<file path="config.mk">
export PLATFORM = sky130hd
export DESIGN_NAME = rgmii_tx_rate_adapter
export DESIGN_NICKNAME = d
export VERILOG_FILES = /design/src/rtl/eth_pkg.sv /design/src/rtl/mii_tx_clk_div.sv /design/src/rtl/rgmii_tx_rate_adapter.sv
export SDC_FILE = /design/constraint.sdc
export NUM_CORES = 1
export LEC_CHECK = 0
export BUFFER_PORTS_ARGS = -buffer_cell sky130_fd_sc_hd__buf_2
export CORE_MARGIN = 2
export CORE_UTILIZATION = 35
export CTS_BUF_LIST = sky130_fd_sc_hd__clkbuf_8
export DETAILED_ROUTE_END_ITERATION = 7
export PLACE_DENSITY_LB_ADDON = 0.08
export SETUP_SLACK_MARGIN = 0.3
export SYNTH_ARGS = -nofsm -noshare
export SYNTH_HDL_FRONTEND = slang
export SYNTH_SLANG_ARGS = --single-unit
</file>
<file path="constraint.sdc">
create_clock -name clk_125 -period 6.29 [get_ports clk_125]
set_input_delay 1.258 -clock clk_125 [delete_from_list [all_inputs] [get_ports clk_125]]
set_output_delay 1.258 -clock clk_125 [all_outputs]
set_load 0.01 [all_outputs]
</file>
<file path="src/rtl/eth_pkg.sv">
// eth_pkg: shared link-speed types and MII divider constants for the RGMII TX path
// Contents: link_speed_t, nib_t, per-speed period/low-phase constants,
// and helpers that map a raw speed code to the enum and look up P/L per speed.
package eth_pkg;
  typedef enum logic [1:0] {SPEED_10M = 2'b00, SPEED_100M = 2'b01, SPEED_1G = 2'b10} link_speed_t;
  typedef enum logic {NIB_LO = 1'b0, NIB_HI = 1'b1} nib_t;
  localparam logic [6:0] P_10M  = 7'd50;
  localparam logic [6:0] P_100M = 7'd5;
  localparam logic [6:0] L_10M  = 7'd25;
  localparam logic [6:0] L_100M = 7'd3;
  // The reserved code 11 is folded into 1G so it can never be distinguished downstream.
  function automatic link_speed_t to_speed(input logic [1:0] s);
    return s[1] ? SPEED_1G : link_speed_t'(s);
  endfunction
  function automatic logic [6:0] period(input link_speed_t s);
    return (s == SPEED_10M) ? P_10M : (s == SPEED_100M) ? P_100M : 7'd1;
  endfunction
  function automatic logic [6:0] low_len(input link_speed_t s);
    return (s == SPEED_10M) ? L_10M : (s == SPEED_100M) ? L_100M : 7'd0;
  endfunction
endpackage

</file>
<file path="src/rtl/mii_tx_clk_div.sv">
// mii_tx_clk_div: MII TX clock divider with nibble-select state
// Ports: clk_125/reset (sync, active-high); i_speed = speed for the coming cycle;
// i_clr = restart the divider (speed change); o_lvl = TX clock level,
// o_nib = high nibble selected, o_eop = byte-end strobe. All outputs describe
// the state the counter will hold after the next edge, so the top can register them.
module mii_tx_clk_div
  import eth_pkg::*;
(
  input  logic        clk_125,
  input  logic        reset,
  input  link_speed_t i_speed,
  input  logic        i_clr,
  output logic        o_lvl,
  output logic        o_nib,
  output logic        o_eop
);
  logic [6:0] r_div, w_div_nxt, w_last;
  nib_t       r_nib, w_nib_nxt;
  logic       w_hold;
  always_ff @(posedge clk_125) begin
    if (reset) begin
      r_div <= '0;
      r_nib <= NIB_LO;
    end else begin
      r_div <= w_div_nxt;
      r_nib <= w_nib_nxt;
    end
  end
  always_comb begin
    w_last    = period(i_speed) - 7'd1;
    w_hold    = i_clr || (i_speed == SPEED_1G);
    w_div_nxt = (w_hold || r_div == w_last) ? 7'd0 : r_div + 7'd1;
    w_nib_nxt = w_hold ? NIB_LO : (r_div == w_last) ? ((r_nib == NIB_LO) ? NIB_HI : NIB_LO) : r_nib;
    o_lvl     = w_div_nxt >= low_len(i_speed);
    o_nib     = w_nib_nxt == NIB_HI;
    o_eop     = (w_div_nxt == w_last) && (w_nib_nxt == NIB_HI);
  end
endmodule

</file>
<file path="src/rtl/rgmii_tx_rate_adapter.sv">
// rgmii_tx_rate_adapter: TX MAC byte stream to RGMII DDR slots at 10/100/1000 Mbps
// Ports: clk_125, reset (sync, active-high); link_speed from the RX speed detector;
// mac_tx_data/dv/er in, mac_tx_rdy capture strobe out; txc_*/txd_*/txctl_* DDR slot
// values; mii_mode high at 10M/100M.
// Build option: define RGMII_TX_ER_EN to propagate mac_tx_er onto txctl_fall.
module rgmii_tx_rate_adapter
  import eth_pkg::*;
#(
  parameter int DATA_WIDTH   = 8,
  parameter int NIBBLE_WIDTH = 4
) (
  input  logic                    clk_125,
  input  logic                    reset,
  input  logic [1:0]              link_speed,
  input  logic [DATA_WIDTH-1:0]   mac_tx_data,
  input  logic                    mac_tx_dv,
  input  logic                    mac_tx_er,
  output logic                    mac_tx_rdy,
  output logic                    txc_rise,
  output logic                    txc_fall,
  output logic [NIBBLE_WIDTH-1:0] txd_rise,
  output logic [NIBBLE_WIDTH-1:0] txd_fall,
  output logic                    txctl_rise,
  output logic                    txctl_fall,
  output logic                    mii_mode
);
`ifdef RGMII_TX_ER_EN
  localparam logic ER_EN = 1'b1;
`else
  localparam logic ER_EN = 1'b0;
`endif
  link_speed_t             r_speed, w_speed_nxt;
  logic [DATA_WIDTH-1:0]   r_data, w_data_nxt;
  logic [NIBBLE_WIDTH-1:0] w_lo, w_hi, w_nib_d;
  logic                    r_dv, r_er, w_dv_nxt, w_er_nxt;
  logic                    w_g, w_lvl, w_nib, w_eop;
  // Every register loads the value belonging to the cycle after the edge, so the
  // outputs line up with the divider state they describe.
  always_comb begin
    w_data_nxt  = mac_tx_rdy ? mac_tx_data : r_data;
    w_dv_nxt    = mac_tx_rdy ? mac_tx_dv : r_dv;
    w_er_nxt    = mac_tx_rdy ? (mac_tx_er & ER_EN) : r_er;
    w_speed_nxt = (mac_tx_rdy && !mac_tx_dv) ? to_speed(link_speed) : r_speed;
    w_g         = w_speed_nxt == SPEED_1G;
    w_lo        = w_data_nxt[NIBBLE_WIDTH-1:0];
    w_hi        = w_data_nxt[DATA_WIDTH-1:NIBBLE_WIDTH];
    w_nib_d     = w_nib ? w_hi : w_lo;
  end
  mii_tx_clk_div u_div (
    .clk_125 (clk_125),
    .reset   (reset),
    .i_speed (w_speed_nxt),
    .i_clr   (w_speed_nxt != r_speed),
    .o_lvl   (w_lvl),
    .o_nib   (w_nib),
    .o_eop   (w_eop)
  );
  always_ff @(posedge clk_125) begin
    if (reset) begin
      r_speed    <= SPEED_1G;
      r_data     <= '0;
      r_dv       <= 1'b0;
      r_er       <= 1'b0;
      mac_tx_rdy <= 1'b0;
      txc_rise   <= 1'b0;
      txc_fall   <= 1'b0;
      txd_rise   <= '0;
      txd_fall   <= '0;
      txctl_rise <= 1'b0;
      txctl_fall <= 1'b0;
      mii_mode   <= 1'b0;
    end else begin
      r_speed    <= w_speed_nxt;
      r_data     <= w_data_nxt;
      r_dv       <= w_dv_nxt;
      r_er       <= w_er_nxt;
      mac_tx_rdy <= w_g ? 1'b1 : w_eop;
      // At 1G the clock only starts once a byte has actually been captured.
      txc_rise   <= w_g ? mac_tx_rdy : w_lvl;
      txc_fall   <= w_g ? 1'b0 : w_lvl;
      txd_rise   <= !w_dv_nxt ? '0 : w_g ? w_lo : w_nib_d;
      txd_fall   <= !w_dv_nxt ? '0 : w_g ? w_hi : w_nib_d;
      txctl_rise <= w_dv_nxt;
      txctl_fall <= w_dv_nxt ^ w_er_nxt;
      mii_mode   <= !w_g;
    end
  end
endmodule
</file>
==> out/summary.txt <==
Initial Utilization: 0.360
Final Cycle Share: 0.642
Fin area: 1910 um2
Root Driver: clkbuf_8
Total negative slack: 0 ns
Final setup vio count: 0
IR drop worst, VDD: 0.0000955 V
Sw Ratio: 0.294
Final net count: 230
Sequential share of power: 0.483
CP Class: in -> reg
Worst reg2reg endpoint: txc_rise
Area Overhead vs Synth: 13.7%
CP max stage cell: mux2i_1
Die Span Y: 73.3 um
Site row count: 25
Initial antenna violation count: 0
Vias per cell: 5.53
Syn Nets: 207
Family with the most delay on the worst path: compound AO/OA/AOI/OAI gates
Synth unique cells: 46
Max-cap viol count: 0
Final count of pins violating max slew: 0
Largest net degree at the start of global routing: 22
Commonest non-fill, non-tap cell in the layout: dfxtp_1
All-Layer GR Usage: 0.158
Most frequent cells in the layout: dfxtp_1 (33), buf_2 (26), nor3_1 (21), nor2_1 (17), nor2b_1 (10)
DP HPWL: 2.76 mm
CTS tree: done
CTS Buffer Depth: 2
Worst slew pin tran: 0.866 ns
CP endpoint kind: flip-flop
Worst R2R Setup Slack: 2.54 ns
Sequential area share after synthesis: 0.393
Critical R2R Launch: mac_tx_rdy
DR WL/cell: 14.6 um
Startpoint types: input pin
CTS Sinks: 33
Synthesized cell area: 1680 um2
Fmax: 248 MHz
Synth Warn #: 0
Critical Path AT: 4.19 ns
Power Dens Cells: 251 nW/um2
Slew headroom: 0.419
RSZ-0062 raised after global routing: no
WHS Endpoint: r_er
Hold WC Path Type: reg -> reg
Cells after synthesis: 188
Most used DFF post-synth: dfxtp_1
CTS Buf Count: 5
Setup Fix Bufs, Post-CTS: 0
HP Start: r_er
Bufs and invs on worst path: 1
Total wire length: 3.89 mm
Min Tclk post-route: 4.04 ns
Antenna diodes: 0
Layout cells sized above 1: 0.231
Vias in the first global route: 1381
P_int: 339 uW
CTS clock-pin slew for the worst setup and hold paths: 0.08 ns
Async SR Flop Fraction: 0
Psw: 141 uW
TritonRoute pass-1 iters: 4
Comb power frac: 0.183
Final GP Congestion: 0.847
H-tree Lvls: 2
I/O pin total: 28
Post_cts resized: 0
Detailed-route DRC error count: 0
Core region area: 4660 um2
GR Util met3: 0.0425
Met1 Use GR: 0.218
Syn avg cell area: 8.93 um2
Final Hold Fails: 0
Post-DRT Antenna Nets: 0
DR iter-0 viols: 76
Detailed-route via count: 1472
DIE AREA: 5370 um2
Critical path fanouts, max: 8
Area post-placement: 1820 um2
Post-CTS Hold Buffers: 0
Die X-Extent: 73.3 um
Non-Filler Instances: 266
R2R depth: 12
Inst Count DP: 258
Hold depth: 1
Clk_skew: 0.00571 ns
Met2 Use GR: 0.232
Busiest grt layer: met2
Worst-path cell chain: buf_2 -> and2b_4 -> mux2i_1 -> o32a_1 -> nand3_1 -> or2_1 -> ha_1 -> nand2b_1 -> a21o_1 -> a21oi_1 -> nor2b_1 -> a311oi_1 -> o31ai_1
Post-synth EDFFs: 0
Port Buffers: 26
#FFs+latches synth: 33
Later-pin clock latency in the skew report: 0.28 ns
CP max stage delay: 0.42 ns
First-pass GRT wire length: 6.54 mm
Clock Power Share: 0.334
CP Data Required Time: 6.45 ns
Leak Pwr: 0.000763 uW
Remaining Overflow, GRT: 0
Status: finished clean
-- synth_stat cells (3+ instances only) --
library cell	n	share of area
nand2b_1	4	0.015
nor2_1	17	0.038
nand2_1	6	0.013
xor2_1	6	0.031
clkbuf_1	7	0.016
nand4_1	3	0.011
o21a_1	3	0.013
nor2b_1	10	0.037
nand3_1	7	0.021
nor4_1	5	0.019
nor3_1	21	0.063
dfxtp_1	33	0.39
ha_1	5	0.037
a31oi_1	4	0.015
mux2_2	8	0.054
a21oi_1	8	0.024
inv_1	4	0.0089
-- worst reg2reg max path: cells and delay by family, from the launching register on --
kind | cells | cell delay (ns)
compound gates | 5 | 1.18
fa+ha+maj | 1 | 0.28
flops | 1 | 0.78
mux | 1 | 0.42
simple gates | 5 | 0.97
-- power by group through the flow --
stage | Clock (uW) | Combinational (uW) | Sequential, uW
6_report | 160 | 88.0 | 232
5_1_grt | 175 | 98.3 | 234
4_1_cts | 164 | 88.3 | 232
3_5_place_dp | 0 | 87.7 | 237
3_3_place_gp | 0 | 86.5 | 236
2_1_floorplan | 0 | 65.0 | 236
-- per-stage QoR --
stage               total power (uW)  hold WS (ns)  setup slack [ns]   util
global route                     507         0.506              1.95  0.410
finish                           480         0.487              2.25  0.410
global placement                 323         0.478              1.96  0.391
floorplan                        301         0.469              2.53      -
detailed placement               325         0.482              1.92  0.391
CTS                              485         0.492              2.23  0.410
-- worst max-delay path by stage --
stage	to	depth (start not counted)	from
global placement	txc_rise	13	mac_tx_dv
detailed placement	txc_rise	13	mac_tx_dv
global route	txc_rise	13	mac_tx_dv
CTS	txc_rise	13	mac_tx_dv
finish	txc_rise	13	mac_tx_dv
floorplan	txc_rise	13	mac_tx_dv
-- logic make-up after synthesis --
group                    share of synthesized area
AND/OR/NAND/NOR                              0.283
flip-flops                                   0.393
AO/OA/AOI/OAI                                0.135
buffers and inverters                       0.0410
multiplexers                                0.0738
XOR/XNOR                                    0.0365
adder cells (fa/ha/maj)                     0.0373
-- layer usage --
metal,vias up,wire (um)
met5,-,0
met3,4,206
met2,47,1770
li1,727,-
met1,694,1890
met4,0,31
-- sequential cells by signal, summed over array words and instances (netlist names) --
| register | count |
|---|---|
| mii_mode | 1 |
| txd_fall | 4 |
| r_speed | 2 |
| u_div.r_div | 7 |
| r_dv | 1 |
| mac_tx_rdy | 1 |
| txc_fall | 1 |
| u_div.r_nib | 1 |
| txd_rise | 4 |
| r_er | 1 |
| r_data | 8 |
| txc_rise | 1 |
| txctl_fall | 1 |
-- layout make-up --
| class | count | area (um2) |
|---|---|---|
| fill | 459 | 2750 |
| timing repair buffer | 26 | 130 |
| sequential | 33 | 661 |
| clock inverter | 3 | 17.5 |
| clock buffer | 5 | 68.8 |
| multi-input combinational | 141 | 950 |
| inverter | 4 | 15.0 |
| tap | 54 | 67.6 |
(Power assumes the default switching activity.)
